## src/rtl/vco_adc_seq.sv

```systemverilog
// -----------------------------------------------------------------------------
// vco_adc_seq
// Conversion sequencer for the VCO-based ADC chain. A start command latches an
// oversample ratio and a burst length and enables the sinc decimator. The first
// SETTLE_SAMPLES decimator outputs are discarded. The next words go into a
// small first-word-fall-through FIFO, and a host reader drains that FIFO.
//
// Ports
//   clk, rst            : system clock; synchronous active-low reset
//   start_in            : one-cycle start pulse, accepted only in IDLE
//   abort_in            : ends the burst from any non-IDLE state
//   oversample_cfg_in   : oversample ratio, latched on start (0 is clamped to 1)
//   num_samples_in      : burst length, latched on start (0 = continuous)
//   adc_enable_out      : decimator enable
//   adc_oversample_out  : latched oversample ratio driven to the decimator
//   adc_data_in         : decimator output word
//   adc_valid_in        : decimator output-valid pulse
//   rd_data_out         : FIFO head word
//   rd_valid_out        : FIFO not empty
//   rd_ready_in         : reader accepts the head word
//   busy_out            : the sequencer is in SETTLE, ACQUIRE or DRAIN
//   done_out            : sticky; the last burst completed normally
//   overflow_out        : sticky; a word was dropped because the FIFO was full
//   sample_count_out    : samples taken in the current or last burst
//
// Read handshake: rd_valid_out is high whenever the FIFO holds a word, and
// rd_data_out then shows the oldest word. The word is consumed at a rising edge
// where rd_valid_out and rd_ready_in are both high. rd_valid_out never depends
// combinationally on rd_ready_in. rd_ready_in has no effect while rd_valid_out
// is low.
//
// Every output comes from a flop. The next FIFO pointers and the next head word
// are computed combinationally, so rd_valid_out and rd_data_out can be
// registered together with the pointers.
// -----------------------------------------------------------------------------
module vco_adc_seq #(
   parameter int DATA_WIDTH     = 32,
   parameter int OSR_WIDTH      = 10,
   parameter int CNT_WIDTH      = 8,
   parameter int FIFO_DEPTH     = 4,
   parameter int SETTLE_SAMPLES = 3
) (
   input  logic                  clk,
   input  logic                  rst,
   input  logic                  start_in,
   input  logic                  abort_in,
   input  logic [OSR_WIDTH-1:0]  oversample_cfg_in,
   input  logic [CNT_WIDTH-1:0]  num_samples_in,
   output logic                  adc_enable_out,
   output logic [OSR_WIDTH-1:0]  adc_oversample_out,
   input  logic [DATA_WIDTH-1:0] adc_data_in,
   input  logic                  adc_valid_in,
   output logic [DATA_WIDTH-1:0] rd_data_out,
   output logic                  rd_valid_out,
   input  logic                  rd_ready_in,
   output logic                  busy_out,
   output logic                  done_out,
   output logic                  overflow_out,
   output logic [CNT_WIDTH-1:0]  sample_count_out
);

   localparam int PW = $clog2(FIFO_DEPTH);
   // The settle counter only ever holds 0 .. SETTLE_SAMPLES-1.
   localparam int SW = (SETTLE_SAMPLES < 2) ? 1 : $clog2(SETTLE_SAMPLES + 1);

   localparam logic [PW:0]          PTR_ONE     = (PW + 1)'(1);
   localparam logic [CNT_WIDTH-1:0] CNT_ONE     = CNT_WIDTH'(1);
   localparam logic [OSR_WIDTH-1:0] OSR_ONE     = OSR_WIDTH'(1);
   localparam logic [SW-1:0]        SETTLE_ONE  = SW'(1);
   localparam logic [SW-1:0]        SETTLE_LAST =
      (SETTLE_SAMPLES == 0) ? '0 : SW'(SETTLE_SAMPLES - 1);

   typedef enum logic [1:0] {
      IDLE    = 2'd0,
      SETTLE  = 2'd1,
      ACQUIRE = 2'd2,
      DRAIN   = 2'd3
   } state_t;

   state_t                state;
   logic [CNT_WIDTH-1:0]  num_q;        // burst length latched at start
   logic [SW-1:0]         settle_cnt;   // settling pulses already discarded
   logic [DATA_WIDTH-1:0] mem [FIFO_DEPTH];
   // The extra MSB tells full apart from empty when the low bits are equal.
   logic [PW:0]           wr_ptr;
   logic [PW:0]           rd_ptr;

   logic                  fifo_full;
   logic                  start_ok;
   logic                  abort_ok;
   logic                  flush;
   logic                  pop;
   logic                  push;
   logic                  push_drop;
   logic [CNT_WIDTH-1:0]  count_inc;
   logic                  last_sample;
   logic [PW:0]           wr_ptr_d;
   logic [PW:0]           rd_ptr_d;
   logic [DATA_WIDTH-1:0] head_d;

   always_comb begin
      fifo_full = (wr_ptr[PW] != rd_ptr[PW]) &&
                  (wr_ptr[PW-1:0] == rd_ptr[PW-1:0]);

      start_ok = (state == IDLE) && start_in && !abort_in;
      abort_ok = (state != IDLE) && abort_in;
      flush    = start_ok || abort_ok;

      // A flush wins over any pop requested in the same cycle.
      pop = rd_valid_out && rd_ready_in && !flush;

      // On a full FIFO, a same-cycle pop frees the slot that the push reuses.
      push      = (state == ACQUIRE) && adc_valid_in && !abort_ok &&
                  (!fifo_full || pop);
      push_drop = (state == ACQUIRE) && adc_valid_in && !abort_ok &&
                  fifo_full && !pop;

      count_inc   = sample_count_out + CNT_ONE;
      last_sample = (num_q != '0) && (count_inc == num_q);

      wr_ptr_d = wr_ptr;
      rd_ptr_d = rd_ptr;
      if (flush) begin
         wr_ptr_d = '0;
         rd_ptr_d = '0;
      end else begin
         if (push) wr_ptr_d = wr_ptr + PTR_ONE;
         if (pop)  rd_ptr_d = rd_ptr + PTR_ONE;
      end

      // The next head word is the incoming word when it lands in the head slot.
      // This happens when the FIFO is, or is about to become, empty.
      head_d = mem[rd_ptr_d[PW-1:0]];
      if (push && (wr_ptr[PW-1:0] == rd_ptr_d[PW-1:0])) head_d = adc_data_in;
   end

   always_ff @(posedge clk) begin
      if (!rst) begin
         state              <= IDLE;
         num_q              <= '0;
         settle_cnt         <= '0;
         wr_ptr             <= '0;
         rd_ptr             <= '0;
         for (int i = 0; i < FIFO_DEPTH; i++) mem[i] <= '0;
         adc_enable_out     <= 1'b0;
         adc_oversample_out <= '0;
         rd_data_out        <= '0;
         rd_valid_out       <= 1'b0;
         busy_out           <= 1'b0;
         done_out           <= 1'b0;
         overflow_out       <= 1'b0;
         sample_count_out   <= '0;
      end else begin
         wr_ptr       <= wr_ptr_d;
         rd_ptr       <= rd_ptr_d;
         rd_valid_out <= (wr_ptr_d != rd_ptr_d);
         rd_data_out  <= head_d;
         if (push) mem[wr_ptr[PW-1:0]] <= adc_data_in;

         if (abort_ok) begin
            // done_out, overflow_out and sample_count_out keep their values.
            state          <= IDLE;
            adc_enable_out <= 1'b0;
            busy_out       <= 1'b0;
         end else begin
            case (state)
               IDLE: begin
                  if (start_ok) begin
                     adc_oversample_out <= (oversample_cfg_in == '0) ?
                                           OSR_ONE : oversample_cfg_in;
                     num_q              <= num_samples_in;
                     sample_count_out   <= '0;
                     done_out           <= 1'b0;
                     overflow_out       <= 1'b0;
                     settle_cnt         <= '0;
                     adc_enable_out     <= 1'b1;
                     busy_out           <= 1'b1;
                     state              <= (SETTLE_SAMPLES == 0) ? ACQUIRE : SETTLE;
                  end
               end
               SETTLE: begin
                  // The data of settling pulses is discarded, including the last one.
                  if (adc_valid_in) begin
                     if (settle_cnt == SETTLE_LAST) state <= ACQUIRE;
                     else                           settle_cnt <= settle_cnt + SETTLE_ONE;
                  end
               end
               ACQUIRE: begin
                  if (adc_valid_in) begin
                     // A dropped word still counts as a sample taken.
                     sample_count_out <= count_inc;
                     if (push_drop) overflow_out <= 1'b1;
                     if (last_sample) begin
                        state          <= DRAIN;
                        adc_enable_out <= 1'b0;
                     end
                  end
               end
               DRAIN: begin
                  if (!rd_valid_out) begin
                     state    <= IDLE;
                     done_out <= 1'b1;
                     busy_out <= 1'b0;
                  end
               end
               default: state <= IDLE;
            endcase
         end
      end
   end

endmodule

```

## config.mk

```make
export PLATFORM = sky130hd
export DESIGN_NAME = vco_adc_seq
export DESIGN_NICKNAME = d
export VERILOG_FILES = /design/src/rtl/vco_adc_seq.sv
export SDC_FILE = /design/constraint.sdc
export NUM_CORES = 1
export LEC_CHECK = 0
export CELL_PAD_IN_SITES_DETAIL_PLACEMENT = 1
export CELL_PAD_IN_SITES_GLOBAL_PLACEMENT = 1
export CORE_MARGIN = 2
export CORE_UTILIZATION = 48
export DETAILED_ROUTE_END_ITERATION = 8
export HOLD_SLACK_MARGIN = 0.03
export PLACE_DENSITY_LB_ADDON = 0.1
export SETUP_SLACK_MARGIN = 0.05
export SLEW_MARGIN = 40
export SYNTH_ARGS = -nofsm -noshare
export SYNTH_HDL_FRONTEND = slang
export SYNTH_SLANG_ARGS = --single-unit
export TNS_END_PERCENT = 5
```

## constraint.sdc

```tcl
create_clock -name clk -period 9.2 [get_ports clk]
set_clock_uncertainty 0.2 [all_clocks]
set_input_delay 2.76 -clock clk [delete_from_list [all_inputs] [get_ports clk]]
set_output_delay 2.76 -clock clk [all_outputs]
set_load 0.005 [all_outputs]
```

==> run summary, run 1 <==
post-synth top area share - 42.5%
Hold/Removal Path Class - reg2reg
DRC - 0
number of synthesized flops with an enable pin - 128
min Tclk post-route - 6.41 ns
Initial Util - 48.7%
GRT Total Usage - 24.5%
worst path arrival time - 6.62 ns
hpwl dp - 15.3 mm
crit-path cells - clkdlybuf4s50_1, nand3b_2, o211a_1, buf_4, or3_1, nand2_1, a31oi_1, o22ai_4, buf_4, mux2_4
Slew @ Worst Pin - 0.745 ns
setup repair bufs after CTS - 0
clock sinks - 201
FFs w/ async S/R, synth - 0%
gpl congestion - 0.764
worst path required time - 9.40 ns
Reg clk slew, reported paths - 0.06 ns
row cnt - 50
vias in the first global route - 7,082
Clk Latency, worst-skew pair - 0.52 ns
most used flip-flop cell after synthesis - edfxtp_1
RR Endpoint - rd_data_out[11]
port buffer count - 110
Hold Path Stages - 2
first-pass GRT wire length - 38.6 mm
Wirelength per Cell - 21.3 um
Antenna Cells - 0
final hold vios - 0
pins over their slew limit - 0
fill count - 1,892
post-detailed-route count of antenna-violating nets - 0
vias - 6,487
critical path's top delay family - buffers and inverters
Initial DRC Count - 399
worst hold slack - 0.264 ns
total congestion overflow - 0
clk buf depth - 3
most frequent CP cell - buf_4
CP max stage cell - nand3b_2
CP Launch Type - input port
flops & latches, synth - 201
Area contributors post-synth - edfxtp_1, dfxtp_1, and2_1
Register-to-Register Path Depth - 11
Worst Path Max Fanout - 24
Top Ports - 111
initial antenna violation count - 0
Ys Warns - 0
synthesis-to-finish area growth - 23.4%
die width - 141 um
Worst Hold Launch - adc_oversample_out[2]
Synth cell types - 55
sequential share of the synthesized area - 58.6%
status - complete, no violations
share of cells above drive strength 1 - 10.5%
net count after synthesis - 860
first-pass iteration count of the detailed router - 5
die area - 0.0200 mm2
CP Class - in2reg
Sequential Area - 0.00531 mm2
critical path buffer and inverter count - 3
top-count cell post-synth - and2_1
commonest cells in the synthesized netlist - and2_1, edfxtp_1, nand2_1
Max Clk Rate - 156 MHz
Synth Area per Inst - 11.4 um2
Worst Setup End Kind - register
Nets - 956
Worst Hold Path EP - adc_oversample_out[2]
slew margin rel. - 50.1%
final wirelength - 24.3 mm
area leader, netlist - edfxtp_1
synthesized instance count - 795
core footprint - 0.0186 mm2
final setup TNS - 0 ns
largest net degree at the start of global routing - 44
CP startpoint - abort_in
total of max-cap violations - 0
final setup vio count - 0
Leak - 4.09 nW
pwr/cell area - 200 mW/mm2
Worst R2R Setup Slack - 4.83 ns
RSZ-0062 raised after global routing - false
critical path's largest stage delay - 0.62 ns
Vias/cell - 5.69
Die Ht - 141 um
CTS H-tree lvls - 1
# hold bufs at CTS - 0
post-cts sizing count - 0
CTS tree - built
r2r startpoint - state[1]
CTS Buf Count - 23
Tcrit/Tclk final - 69.7%
Peak VDD IR - 0.192 mV
area of the multi-input gates - 0.00356 mm2
CTS root buf - clkbuf_16
Synth Cell Area - 0.00905 mm2
## cell families after synthesis
group                      synth area share (%)
buffers and inverters                      2.97
adders and majority gates                  1.24
DFF                                        58.6
muxes                                      5.34
and+or+nand+nor                            18.8
xor gates and xnor gates                   1.84
AOI/OAI and AO/OA                          11.1
## how the worst max path moves through the flow
stage | endpoint | slack, ns | depth (start not counted)
final | rd_data_out[11] | 2.79 | 10
after global routing | rd_data_out[6] | 2.60 | 10
after CTS | rd_data_out[8] | 2.45 | 10
after detailed placement | rd_data_out[11] | 1.95 | 10
after global placement | rd_data_out[11] | 2.09 | 10
after floorplan | mem[3][0] | 2.80 | 5
## worst register-to-register path, delay by kind of cell, from the launching register on
kind,cells,cell delay [ns]
AOI/OAI and AO/OA,3,1.17
muxes,1,0.36
adders and majority gates,1,0.38
and+or+nand+nor,3,0.90
buffers and inverters,3,0.94
DFF,1,0.33
## registers in the layout, summed over array words and instances, names as in the netlist
register and cells:
mem 128, rd_data_out 32, adc_oversample_out 10, num_q 8, sample_count_out 8, rd_ptr 3
wr_ptr 3, settle_cnt 2, state 2, adc_enable_out 1, busy_out 1, done_out 1
overflow_out 1, rd_valid_out 1
## power by group
group,internal [mW],total (mW),switching [mW]
Sequential,1.01,1.04,0.0275
Combinational,0.134,0.290,0.157
Clock,0.536,0.897,0.361
Total,1.68,2.23,0.545
## cell type report
class / count / area share, %
sequential: 201 / 47.5
multi-input combinational: 531 / 31.9
timing repair buffer: 125 / 11.1
clock buffer: 33 / 5.67
tap: 234 / 2.62
clock inverter: 8 / 0.908
inverter: 9 / 0.303
## placed cells by master, fill, tap and decap left out, types with 5 or more instances in the layout
master,synthesis,layout
a21oi_1,43,43
a31oi_1,36,36
and2_1,134,134
buf_4,0,13
clkbuf_1,45,8
clkbuf_16,0,23
clkdlybuf4s50_1,0,109
dfxtp_1,73,73
edfxtp_1,128,128
ha_1,9,9
inv_1,9,9
mux2_4,30,30
nand2_1,114,114
nand2b_1,8,5
nand3_1,8,8
nor2_1,16,15
nor3_1,9,7
nor3b_1,5,5
o21ai_0,13,12
o221ai_1,32,32
or3_1,5,5
xnor2_1,12,12
xor2_1,7,7
## per-layer routing
metal,track usage [%],vias to the layer above,part of all wire [%]
met2,43.3,141,51
met4,6.00,0,1.8
met5,0,-,0
met3,3.31,32,4.5
met1,32.0,3262,43
li1,-,3052,-
## metrics by stage
step / instance area [um2] / worst slack [ns] / utilization [%] / std cells / power [mW]
after CTS: 11100 / 2.45 / 60.0 / 1140 / 2.25
after detailed placement: 10400 / 1.95 / 56.0 / 1099 / 1.35
after global placement: 10400 / 2.09 / 55.8 / 1098 / 1.33
after floorplan: 9050 / 2.80 / - / 795 / 1.21
after global routing: 11200 / 2.60 / 60.1 / 1141 / 2.31
final: 11200 / 2.79 / 60.1 / 1141 / 2.23
No activity file was read; power rests on OpenSTA's default activity.
==> run 2: changes to the inputs <==
- CORE_UTILIZATION: 48 -> 40
- clock period: 9.2 -> 5.42 ns (I/O delays scaled with it)
==> run 2 against run 1 <==
Sequential power grew 70%; clock-buffer cell count grew 3; global-route usage shrank 4.3 points; cell area grew 0.78%; cell count grew 4.9%; setup slack lost 1.7 ns; utilization shrank 9.9 points; hold slack gained 0.0019 ns; routed wire length is essentially flat; combinational power grew 69%; register-to-register slack lost 2.8 ns; via count shrank 0.77%; highest routed layer unchanged.
==> run summary, run 2 (same netlist as run 1, synthesis figures left out) <==
status - complete, no violations
worst path required time - 5.63 ns (-3.77 ns)
crit-path cells - clkdlybuf4s50_1, nand3b_2, buf_4, o211a_1, buf_4, nand2_1, nand2_1, a31oi_1, o22ai_4, buf_12, mux2_2
total congestion overflow - 0 (unchanged)
CTS H-tree lvls - 1 (unchanged)
final setup TNS - 0 ns (unchanged)
largest net degree at the start of global routing - 43 (-2.3%)
CP Class - in2reg
post-detailed-route count of antenna-violating nets - 0 (unchanged)
worst path arrival time - 4.52 ns (-2.10 ns)
share of cells above drive strength 1 - 11.0% (+0.49 points)
P_sw - 0.950 mW (+74%)
Worst Hold Path EP - adc_oversample_out[8]
Antenna Cells - 0 (unchanged)
Initial DRC Count - 242 (-39%)
gpl congestion - 0.809 (+6.0%)
row cnt - 55 (+10%)
Vias/cell - 5.38 (-5.4%)
port buffer count - 110 (unchanged)
CTS root buf - clkbuf_16
critical path buffer and inverter count - 4 (+1)
final wirelength - 24.3 mm (about the same)
clock sinks - 201 (unchanged)
die area - 0.0238 mm2 (+19%)
Tcrit/Tclk final - 79.5%
Hold/Removal Path Class - reg2reg
Peak VDD IR - 0.187 mV (-2.7%)
Slew @ Worst Pin - 0.707 ns (-0.0379 ns)
clk buf depth - 3 (unchanged)
CP Launch Type - input port
Register-to-Register Path Depth - 10 (-1)
slew margin rel. - 52.6% (+2.5 points)
Clock Power Share - 39.8% (-0.4 points)
Comb pwr share - 13.0% (about the same)
Die Ht - 154 um (+9.3%)
initial antenna violation count - 0 (unchanged)
Worst Path Max Fanout - 34 (+42%)
Reg clk slew, reported paths - 0.06 ns (about the same)
final setup vio count - 0 (unchanged)
register share of total power - 47.1% (+0.4 points)
GRT Total Usage - 20.2% (-4.3 points)
Wirelength per Cell - 20.3 um (-4.6%)
Worst Setup End Kind - register
pwr/cell area - 334 mW/mm2 (+67%)
critical path's top delay family - buffers and inverters
Initial Util - 40.3% (-8.4 points)
pins over their slew limit - 0 (unchanged)
core footprint - 0.0224 mm2 (+21%)
RSZ-0062 raised after global routing - false
P_int - 2.81 mW (+67%)
Hold Path Stages - 2 (unchanged)
Leak - 4.11 nW (+0.37%)
Crit path depth - 11 (+1)
Worst Hold Launch - adc_oversample_out[8]
most frequent cells in the layout - and2_1, edfxtp_1, nand2_1
total of max-cap violations - 0 (unchanged)
vias - 6,437 (-0.77%)
CTS tree - built
DRC - 0 (unchanged)
first-pass iteration count of the detailed router - 4 (-1)
Biggest register - mem
worst hold slack - 0.265 ns (+0.00192 ns)
die width - 154 um (+9.3%)
final hold vios - 0 (unchanged)
critical path's largest stage delay - 0.59 ns (-0.03 ns)
r2r startpoint - state[0]
Top Ports - 111 (unchanged)
Nets - 960 (+0.42%)
max reg flops - 128 (unchanged)
Max Clk Rate - 232 MHz
first-pass GRT wire length - 38.2 mm (-1.2%)
vias in the first global route - 6,991 (-1.3%)
commonest non-fill, non-tap cell in the layout - and2_1
hpwl dp - 15.2 mm (-0.81%)
CTS Buf Count - 24 (+4.3%)
Sw Ratio - 25.3% (+0.83 points)
Worst R2R Setup Slack - 1.99 ns (-2.84 ns)
synthesis-to-finish area growth - 24.3%
post-cts sizing count - 0 (unchanged)
min Tclk post-route - 4.31 ns
# hold bufs at CTS - 0 (unchanged)
RR Endpoint - rd_data_out[27]
Clk Latency, worst-skew pair - 0.53 ns (about the same)
Regs by FF count - mem x128, rd_data_out x32, adc_oversample_out x10
CP max stage cell - clkdlybuf4s50_1
setup repair bufs after CTS - 0 (unchanged)
==> run 2: changes by cell type in the layout (fill, tap and decap cells not counted), moves of 2 or more <==
| cell | before | now |
|---|---|---|
| buf_12 | 0 | 4 |
| bufinv_16 | 2 | 0 |
| clkbuf_1 | 8 | 10 |
| clkinv_1 | 3 | 1 |
| clkinv_2 | 2 | 4 |
| nand2b_2 | 0 | 3 |
| nand2b_4 | 4 | 1 |
==> run 2: final cells by class <==
type	count	area [um2]
clock inverters	7	62.6
repair buffers	128	1280
clock buffers	36	666
multi-input cells	531	3540
well taps	285	357
inverters	9	33.8
fillers	2361	11200
flip-flops and latches	201	5310
==> run 2: per-layer routing <==
metal	GRT usage (%)	routed length, um	vias up
li1	-	-	3063
met4	4.76	478	0
met3	2.86	823	38
met5	0	0	-
met1	25.4	10700	3223
met2	36.7	12400	113
==> run 2: power by group through the flow <==
stage          Combinational (mW)  Clock, mW  Sequential, mW
2_1_floorplan               0.265          0            1.79
3_3_place_gp                0.477          0            1.80
3_5_place_dp                0.494          0            1.80
4_1_cts                     0.497       1.53            1.77
5_1_grt                     0.534       1.59            1.78
6_report                    0.489       1.50            1.77
==> run 2: worst max-delay path by stage <==
stage                        start         endpoint  slack, ns
after detailed placement  abort_in  rd_data_out[27]       0.56
final                     abort_in  rd_data_out[27]       1.11
after global routing      abort_in  rd_data_out[27]       0.92
after floorplan           abort_in        mem[3][0]       0.16
after global placement    abort_in  rd_data_out[27]       0.60
after CTS                 abort_in  rd_data_out[27]       1.10
==> run 2: per-stage QoR <==
| stage | setup WS (ns) | instances | total power [mW] | cell area (um2) | utilization [%] |
|---|---|---|---|---|---|
| floorplan | 0.158 | 795 | 2.05 | 9050 | - |
| global placement | 0.600 | 1154 | 2.27 | 10500 | 46.9 |
| detailed placement | 0.557 | 1154 | 2.30 | 10500 | 46.9 |
| CTS | 1.10 | 1197 | 3.80 | 11200 | 50.1 |
| global route | 0.918 | 1197 | 3.90 | 11200 | 50.1 |
| finish | 1.11 | 1197 | 3.76 | 11200 | 50.1 |
==> run 2: tightest hold or removal path: cells and delay by family, from the launching register on <==
family	cells	cell delay, ns
flops	1	0.31
compound gates	1	0.05
simple gates	1	0.05
==> run 3: changes to the inputs <==
- CORE_UTILIZATION: 40 -> 45
- clock period: 5.42 -> 4.4 ns (I/O delays scaled with it)
==> run 3 against run 2 <==
Clock-buffer cell count decreased by 4; sequential share of layout area decreased by 0.18 points; critical path depth decreased by 3; global-route usage increased by 2.8 points; non-clock buffer count increased by 6; hold slack got worse by 0.0051 ns; cell count decreased by 1.3%; combinational power increased by 25%; critical endpoint is now mem[1][31]; highest routed layer unchanged.
==> run summary, run 3 (same netlist as run 1, synthesis figures left out) <==
status - complete, no violations
vias - 6,519 (+1.3%)
CTS root buf - clkbuf_16
CTS H-tree lvls - 1 (unchanged)
Regs by FF count - mem x128, rd_data_out x32, adc_oversample_out x10
worst hold slack - 0.260 ns (-0.00508 ns)
Max Clk Rate - 259 MHz
Die Ht - 146 um (-5.6%)
worst path required time - 4.40 ns (-1.23 ns)
Post-Layout Inst Area - 0.0113 mm2 (+0.38%)
final setup vio count - 0 (unchanged)
CP Launch Type - input port
Leak - 4.15 nW (+1.1%)
# hold bufs at CTS - 0 (unchanged)
synthesis-to-finish area growth - 24.8%
vias in the first global route - 7,085 (+1.3%)
critical path's top delay family - simple AND/OR/NAND/NOR gates
min Tclk post-route - 3.86 ns
most frequent cells in the layout - and2_1, edfxtp_1, nand2_1
Peak VDD IR - 0.274 mV (+46%)
final setup TNS - 0 ns (unchanged)
crit-path cells - clkdlybuf4s50_1, nand3b_2, nand2_1, o21ai_1, nand2b_1, nor4b_4, nand2b_2, buf_12
initial antenna violation count - 0 (unchanged)
Slew @ Worst Pin - 0.650 ns (-0.0573 ns)
CP Class - in2reg
setup repair bufs after CTS - 0 (unchanged)
Initial DRC Count - 375 (+55%)
final hold vios - 0 (unchanged)
Initial Util - 46.2% (+5.9 points)
Reg clk slew, reported paths - 0.06 ns (about the same)
DP Worst Slack - 0.0501 ns (-0.507 ns)
Clk Latency, worst-skew pair - 0.51 ns (-0.02 ns)
CTS Buf Count - 23 (-4.2%)
port buffer count - 110 (unchanged)
post-cts sizing count - 0 (unchanged)
commonest non-fill, non-tap cell in the layout - and2_1
clock sinks - 201 (unchanged)
Antenna Cells - 0 (unchanged)
Worst Setup End Kind - register
first-pass GRT wire length - 39.1 mm (+2.4%)
Hold/Removal Path Class - reg2reg
first-pass iteration count of the detailed router - 4 (unchanged)
critical path buffer and inverter count - 2 (-2)
share of cells above drive strength 1 - 11.7% (+0.72 points)
CTS tree - built
RSZ-0062 raised after global routing - false
clk buf depth - 3 (unchanged)
Wirelength per Cell - 20.7 um (+2.0%)
final cell count without fillers - 1,181 (-1.3%)
post-detailed-route count of antenna-violating nets - 0 (unchanged)
Placed Instances - 1,140 (-1.2%)
CP max stage cell - clkdlybuf4s50_1
Worst Path Max Fanout - 25 (-26%)
largest net degree at the start of global routing - 43 (unchanged)
pwr/cell area - 418 mW/mm2 (+25%)
core footprint - 0.0196 mm2 (-13%)
gpl congestion - 0.812 (+0.30%)
DP Area - 0.0105 mm2 (+0.14%)
pins over their slew limit - 0 (unchanged)
die area - 0.0213 mm2 (-11%)
Tcrit/Tclk final - 87.7%
worst path arrival time - 3.86 ns (-0.66 ns)
Vias/cell - 5.52 (+2.6%)
max reg flops - 128 (unchanged)
GRT Total Usage - 23.0% (+2.8 points)
Layout Utilization - 57.6% (+7.5 points)
DRC - 0 (unchanged)
post-route setup slack - 0.542 ns (-0.570 ns)
row cnt - 51 (-7.3%)
slew margin rel. - 56.5% (+3.8 points)
critical path's largest stage delay - 0.61 ns (+0.02 ns)
die width - 146 um (-5.6%)
total congestion overflow - 0 (unchanged)
final wirelength - 24.5 mm (+0.67%)
Top Ports - 111 (unchanged)
Biggest register - mem
Power Total - 4.72 mW (+26%)
hpwl dp - 15.5 mm (+1.9%)
Nets - 965 (+0.52%)
total of max-cap violations - 0 (unchanged)
run 3: final timing paths:
path                          from                     to  slack (ns)  cells after the start
max                       abort_in             mem[1][31]        0.54                      8
min reg2reg  adc_oversample_out[2]  adc_oversample_out[2]        0.26                      2
min          adc_oversample_out[2]  adc_oversample_out[2]        0.26                      2
max reg2reg               state[1]             mem[1][31]        1.09                      9
run 3: worst register-to-register path: stages (launching register included):
cell and delay [ns]:
dfxtp_1 0.33, inv_1 0.12, ha_1 0.38, nand2b_4 0.25, nand2_1 0.16, o21ai_1 0.24, nand2b_1 0.35, nor4b_4 0.37
nand2b_2 0.33, buf_12 0.25
run 3: where the power goes:
part / total, mW / internal, mW / switching, mW
registers: 2.18 / 2.12 / 0.0583
logic: 0.611 / 0.289 / 0.322
clock network: 1.93 / 1.17 / 0.755
total: 4.72 / 3.58 / 1.13
run 3: per-layer routing:
metal,GRT usage [%],wire (um)
met1,29.6,10600
met2,40.4,12500
met3,3.54,1030
met4,5.93,342
met5,0,0
run 3: layout make-up:
| class | instances | area [um2] |
|---|---|---|
| Clock buffer | 32 | 629 |
| Fill cell | 2020 | 8300 |
| Tap cell | 265 | 332 |
| Inverter | 9 | 33.8 |
| Sequential cell | 201 | 5310 |
| Multi-Input combinational cell | 531 | 3540 |
| Clock inverter | 9 | 126 |
| Timing Repair Buffer | 134 | 1330 |
